--- src/rtl/mc_ctrl.sv ---
// Multicycle Moore control FSM for an RV32I subset (lw, sw, R, I-ALU, beq, jal).
// Define MCCTRL_MEMRDY_EN so that memory states wait for mem_ready instead of MEM_WAIT cycles.
module mc_ctrl #(
  parameter int MEM_WAIT = 0,
  parameter int CNT_W    = 4
) (
  input  logic       clk,
  input  logic       rst,
  input  logic [6:0] op,
`ifdef MCCTRL_MEMRDY_EN
  input  logic       mem_ready,
`endif
  output logic       pcupdate,
  output logic       branch,
  output logic       adrsrc,
  output logic       irwrite,
  output logic       memwrite,
  output logic       regwrite,
  output logic [1:0] resultsrc,
  output logic [1:0] alusrca,
  output logic [1:0] alusrcb,
  output logic [1:0] aluops,
  output logic [1:0] extnrops,
  output logic       illegal,
  output logic [3:0] state
);

  typedef enum logic [3:0] {
    S_FETCH  = 4'd0,
    S_DECODE = 4'd1,
    S_MEMADR = 4'd2,
    S_MEMRD  = 4'd3,
    S_MEMWB  = 4'd4,
    S_MEMWR  = 4'd5,
    S_EXECR  = 4'd6,
    S_ALUWB  = 4'd7,
    S_EXECI  = 4'd8,
    S_JAL    = 4'd9,
    S_BEQ    = 4'd10,
    S_TRAP   = 4'd11
  } state_t;

  localparam logic [6:0] OP_LW   = 7'b0000011;
  localparam logic [6:0] OP_SW   = 7'b0100011;
  localparam logic [6:0] OP_R    = 7'b0110011;
  localparam logic [6:0] OP_I    = 7'b0010011;
  localparam logic [6:0] OP_JAL  = 7'b1101111;
  localparam logic [6:0] OP_BEQ  = 7'b1100011;

  state_t           state_reg;
  state_t           state_next;
  logic [CNT_W-1:0] cnt_reg;
  logic             illegal_reg;
  logic             mem_state;
  logic             mem_done;

  assign mem_state = (state_reg == S_FETCH) || (state_reg == S_MEMRD) ||
                     (state_reg == S_MEMWR);

`ifdef MCCTRL_MEMRDY_EN
  assign mem_done = mem_ready;
`else
  assign mem_done = (cnt_reg == CNT_W'(MEM_WAIT));
`endif

  always_ff @(posedge clk) begin
    if (rst) begin
      state_reg   <= S_FETCH;
      cnt_reg     <= '0;
      illegal_reg <= 1'b0;
    end else begin
      state_reg   <= state_next;
      illegal_reg <= illegal_reg | (state_next == S_TRAP);
      // Counter only runs while a memory state is stalled; any transition restarts it.
      if (state_next != state_reg)
        cnt_reg <= '0;
      else if (mem_state && !mem_done)
        cnt_reg <= cnt_reg + 1'b1;
    end
  end

  always_comb begin
    state_next = state_reg;
    case (state_reg)
      S_FETCH:  if (mem_done) state_next = S_DECODE;
      S_DECODE: begin
        case (op)
          OP_LW, OP_SW: state_next = S_MEMADR;
          OP_R:         state_next = S_EXECR;
          OP_I:         state_next = S_EXECI;
          OP_JAL:       state_next = S_JAL;
          OP_BEQ:       state_next = S_BEQ;
          default:      state_next = S_TRAP;
        endcase
      end
      S_MEMADR: state_next = (op == OP_SW) ? S_MEMWR : S_MEMRD;
      S_MEMRD:  if (mem_done) state_next = S_MEMWB;
      S_MEMWB:  state_next = S_FETCH;
      S_MEMWR:  if (mem_done) state_next = S_FETCH;
      S_EXECR:  state_next = S_ALUWB;
      S_EXECI:  state_next = S_ALUWB;
      S_ALUWB:  state_next = S_FETCH;
      S_JAL:    state_next = S_ALUWB;
      S_BEQ:    state_next = S_FETCH;
      S_TRAP:   state_next = S_TRAP;
      default:  state_next = S_FETCH;
    endcase
  end

  always_comb begin
    pcupdate  = 1'b0;
    branch    = 1'b0;
    adrsrc    = 1'b0;
    irwrite   = 1'b0;
    memwrite  = 1'b0;
    regwrite  = 1'b0;
    resultsrc = 2'b00;
    alusrca   = 2'b00;
    alusrcb   = 2'b00;
    aluops    = 2'b00;
    extnrops  = 2'b00;
    case (op)
      OP_SW:   extnrops = 2'b01;
      OP_BEQ:  extnrops = 2'b10;
      OP_JAL:  extnrops = 2'b11;
      default: extnrops = 2'b00;
    endcase
    case (state_reg)
      S_FETCH: begin
        alusrcb   = 2'b10;
        resultsrc = 2'b10;
        irwrite   = mem_done;
        pcupdate  = mem_done;
      end
      S_DECODE: begin
        alusrca = 2'b01;
        alusrcb = 2'b01;
      end
      S_MEMADR: begin
        alusrca = 2'b10;
        alusrcb = 2'b01;
      end
      S_MEMRD:  adrsrc = 1'b1;
      S_MEMWB: begin
        resultsrc = 2'b01;
        regwrite  = 1'b1;
      end
      S_MEMWR: begin
        adrsrc   = 1'b1;
        memwrite = mem_done;
      end
      S_EXECR: begin
        alusrca = 2'b10;
        aluops  = 2'b10;
      end
      S_EXECI: begin
        alusrca = 2'b10;
        alusrcb = 2'b01;
        aluops  = 2'b10;
      end
      S_ALUWB:  regwrite = 1'b1;
      S_JAL: begin
        alusrca  = 2'b01;
        alusrcb  = 2'b10;
        pcupdate = 1'b1;
      end
      S_BEQ: begin
        alusrca = 2'b10;
        aluops  = 2'b01;
        branch  = 1'b1;
      end
      default: ;
    endcase
    // Reset suppresses every strobe so an interrupted store/writeback never lands.
    if (rst) begin
      pcupdate  = 1'b0;
      branch    = 1'b0;
      adrsrc    = 1'b0;
      irwrite   = 1'b0;
      memwrite  = 1'b0;
      regwrite  = 1'b0;
      resultsrc = 2'b00;
      alusrca   = 2'b00;
      alusrcb   = 2'b00;
      aluops    = 2'b00;
      extnrops  = 2'b00;
    end
  end

  assign illegal = illegal_reg;
  assign state   = state_reg;

endmodule
--- config.mk ---
export PLATFORM = sky130hd
export DESIGN_NAME = mc_ctrl
export DESIGN_NICKNAME = d
export VERILOG_FILES = /design/src/rtl/mc_ctrl.sv
export SDC_FILE = /design/constraint.sdc
export NUM_CORES = 1
export LEC_CHECK = 0
export ABC_AREA = 1
export CAP_MARGIN = 20
export CORE_UTILIZATION = 49
export CTS_CLUSTER_SIZE = 16
export DETAILED_ROUTE_END_ITERATION = 10
export PLACE_DENSITY = 0.85
export SETUP_SLACK_MARGIN = 0.15
export SYNTH_ARGS = -nofsm -noshare
export SYNTH_HDL_FRONTEND = slang
export SYNTH_SLANG_ARGS = --single-unit
--- constraint.sdc ---
create_clock -name clk -period 3.5 [get_ports clk]
set_input_delay 0.7 -clock clk [delete_from_list [all_inputs] [get_ports clk]]
set_output_delay 0.7 -clock clk [all_outputs]
set_load 0.01 [all_outputs]
==> metrics.txt <==
clock slew at reported path FFs 0.06 ns; Yosys top cell area share 0.198; Setup violations, final 0; later-pin clock latency in the skew report 0.27 ns; placed cell count 220; post-synthesis compound-gate area fraction 0.0992; Max-slew headroom 0.754; Final Cycle Share 0.871; Pleak 0.585 nW; antenna-violating nets left 0; H-tree level count 1; critical path data arrival time 2.35 ns; vias per inst 5.01; number of synthesized flops with an enable pin 0; PD cells 640 nW/µm²; Final TNS setup 0 ns; critical-path cell list clkdlybuf4s50_1, inv_1, nand3_1, nor2_1, clkdlybuf4s50_1; maximum vdd drop 0.000392 V; switching pwr 0.000401 W; clock share of power 0.103; Reg power frac 0.203; Synth Area in XOR/XNOR 0.0289; Max Root-Sink Buffers 2; largest family of logic cells by synthesized area simple AND/OR/NAND/NOR gates; DR iter-0 viols 40; most used cell, CP clkdlybuf4s50_1; crit-path max cell delay 0.59 ns; worst slew pin tran 0.368 ns; Clock Tree Root clkbuf_4; crit start category input port; Post-DP Area 1240 µm²; post-synthesis cell type count 23; clk_skew 0.00342 ns; path type of the worst min-delay path register to register; mux share of post-synthesis cell area 0; vias in the first global route 901; CP Data Required Time 2.80 ns; die width 45.1 µm; WL final 2280 µm; CP Capture Type output pin; Overflow after GRT 0; Fill cells 158; die area 2030 µm²; core area 1730 µm²; min Tclk post-route 3.05 ns; Post-CTS Setup Bufs 0; status complete, no violations; Synth area leaders dfxtp_1 20%, nand2_1 19%, nor2_1 13%; adder-cell area share of the yosys netlist 0.0275; Final Power 0.000809 W; most common cell after layout, fill and taps aside nand2_1; Max Cap Violations 0; Slowest cell on crit path clkdlybuf4s50_1; Ant. Diodes 0; syn nets 177; Inserted Clock Buffers 3; share of layout cells above drive strength 1 0.111; CTS tree done; crit path kind input port to output pin; Cell Area, Synth 908 µm²; Max Slew Vio Count 0; Post-Synth Simple-Gate Area 0.530; gp weighted congestion 0.876; Mean Syn Cell Area 5.47 µm²; commonest non-fill, non-tap cells in the layout 46 x nand2_1, 32 x nor2_1, 29 x clkdlybuf4s50_1; drt pass-1 iters 5; Post-synth top flop dfxtp_1; Nets 211; CTS Hold Bufs 0; Internal 0.000408 W; DRC Markers 0; initial antenna violation count 0; yosys warns 0; Synth Register Bits 9; FF/Latch Area 180 µm²; via count 1122; Synth-to-Final Area Change 39.1%; Num Clock Sinks 9; Layout Cells excl Fill 224; RSZ-0062 raised after global routing false; f_max 328 MHz; Ports 30; HPWL after detailed placement 1860 µm; share of power burned in combinational logic 0.694; sequential area share after synthesis 0.198; Sw Share 0.496; Async SR Flop Fraction 0; RR Startpoint cnt_reg[0]; footprint of the multi-input gates 623 µm²; crit path max fanout 11; Yosys top cell by area dfxtp_1; Starting Density 0.526; PortBufs 29; # rows 15; Mapped Cells 166; global-route wire length before repair 3730 µm; post-route cell area 1260 µm²; Hold Startpoint illegal; pin count of the biggest net entering global routing 12; launch point of the worst path rst; post_cts resized 0; die height 45.1 µm; Total Routing Usage GR 0.249; DR WL/cell 10.2 µm; Hold Violations, Final 0
==> power by group through the flow <==
stage          Sequential [W]  Combinational, W  Clock (W)
2_1_floorplan        0.000168          0.000355          0
4_1_cts              0.000163          0.000559  0.0000835
5_1_grt              0.000167          0.000623  0.0000867
6_report             0.000164          0.000562  0.0000832
3_3_place_gp         0.000165          0.000549          0
3_5_place_dp         0.000165          0.000556          0
==> path summary, 6_finish.rpt <==
check | end | slack [ns] | cells past startpoint
worst max-delay path | branch | 0.45 | 5
worst min register to register | illegal | 0.45 | 2
worst min-delay path | illegal | 0.45 | 2
worst max register to register | cnt_reg[2] | 1.79 | 12
==> synth_stat cells, types with 2 or more instances <==
master / n
nand2_1: 46
nor2_1: 32
inv_1: 21
nand3_1: 12
a21oi_1: 9
dfxtp_1: 9
nor2_2: 6
inv_2: 5
nor3_1: 4
nand2_4: 3
xor2_1: 3
ha_1: 2
nand2_2: 2
o211ai_1: 2
o21ai_0: 2
==> per-stage QoR <==
step           hold WS, ns   util  setup slack [ns]
2_1_floorplan        0.476      -              1.36
5_1_grt              0.472  0.732             0.347
4_1_cts              0.456  0.732             0.464
3_3_place_gp         0.442  0.717             0.527
6_report             0.453  0.732             0.453
3_5_place_dp         0.446  0.717             0.471
==> cells by family after synthesis <==
logic type | Yosys count
DFF | 9
xor gates and xnor gates | 3
buffers and inverters | 28
AOI/OAI and AO/OA | 16
and+or+nand+nor | 108
adders and majority gates | 2
==> layer usage <==
metal / vias to the layer above / wire length (µm) / GRT usage / part of all wire
li1: 579 / - / - / -
met1: 487 / 1010 / 0.322 / 0.44
met2: 47 / 1090 / 0.394 / 0.48
met3: 9 / 118 / 0.0360 / 0.052
met4: 0 / 63 / 0.139 / 0.028
met5: - / 0 / 0 / 0
==> layout make-up <==
| class | instances | share of cell area |
|---|---|---|
| Inverter | 26 | 0.0772 |
| Clock buffer | 4 | 0.0208 |
| Tap cell | 25 | 0.0248 |
| Timing Repair Buffer | 31 | 0.242 |
| Sequential cell | 9 | 0.143 |
| Multi-Input combinational cell | 129 | 0.493 |
==> worst max-delay path, delay by kind of cell <==
| kind | cells | cell delay (ns) |
|---|---|---|
| buffers and inverters | 3 | 1.38 |
| and+or+nand+nor | 2 | 0.26 |
Note: power is estimated with default switching activity, not from simulation.
==> RTL change, RTL diff (same flow settings) <==
Set the parameter `CNT_W` to 6 (it was 4).
--- a/src/rtl/mc_ctrl.sv
+++ b/src/rtl/mc_ctrl.sv
@@ -2,7 +2,7 @@
 // Define MCCTRL_MEMRDY_EN so that memory states wait for mem_ready instead of MEM_WAIT cycles.
 module mc_ctrl #(
   parameter int MEM_WAIT = 0,
-  parameter int CNT_W    = 4
+  parameter int CNT_W    = 6
 ) (
   input  logic       clk,
   input  logic       rst,
Behaviour: no difference found for any inputs over 10 cycles, from zero or initial values and one cycle with rst high; that may be too few to reach the edited logic, so the function may still have changed.
==> RTL change against the unedited design <==
Hold slack gained 0.027 ns. Sequential power grew 14%. Design area grew 5.4%. Total power grew 2.4%. Routed wire length grew 13%. Worst setup slack gained 0.017 ns. Synthesized cell count grew 4.8%. Sequential cell count grew 2. Area after synthesis grew 9.6%.
==> RTL change: results (changes against the unedited design) <==
crit path to extnrops[0]; pin count of the biggest net entering global routing 11 (-1); status completed; non-filler instance count after layout 230 (+2.7%); Final Hold Slack 0.480 ns (+0.0273 ns); top post-synthesis cells by count 39 x nor2_1, 38 x nand2_1, 26 x inv_1; WL met2 1210 µm (+11%); met1 Use GR 0.329 (+0.00749); Pre-antenna DRT Iters 4 (-1); Cells after Synth 174 (+4.8%); Tot GR Track Use 0.264 (+0.0147); Final Power 0.000829 W (+2.4%); library cells used by synthesis 25 (+8.7%); P_sw 0.000404 W (+0.76%); reg2reg start state[1]; Fillers 160 (+1.3%); static leakage 0.640 nW (+9.3%); Worst R2R End cnt_reg[4]; share of cells above drive strength 1 0.102 (-0.00811); P_comb 0.000553 W (-2%); slew margin rel. 0.752 (-0.00225); CP startpoint op[2]; maximum VDD drop 0.000481 V (+23%); largest cells by area after synthesis dfxtp_1 22%, nor2_1 15%, nand2_1 14%; Detailed Route Iter0 Violations 23 (-43%)
## RTL change: cell count changes in the layout (fill, tap and decap cells not counted), moves of 2 or more
cell	change
nand2_4	-3
nor2_1	+7
nand3_2	+3
nand2_1	-8
inv_2	-2
dfxtp_1	+2
inv_1	+5
mux2_2	+2
## RTL change: layout make-up
cell class                      count  area, µm²  share of cell area
Multi-Input combinational cell    131        648               0.486
Timing Repair Buffer               30        298               0.223
Clock buffer                        4       26.3              0.0197
Sequential cell                    11        220               0.165
Inverter                           29        109              0.0817
Tap cell                           25       31.3              0.0235
## RTL change: kinds of logic after synthesis
kind of cell,count (synthesis),share of synthesized area
XOR/XNOR,5,0.0440
multiplexers,2,0.0226
flip-flops,11,0.221
buffers and inverters,32,0.128
AO/OA/AOI/OAI,15,0.0854
AND/OR/NAND/NOR,107,0.474
adder cells (fa/ha/maj),2,0.0251
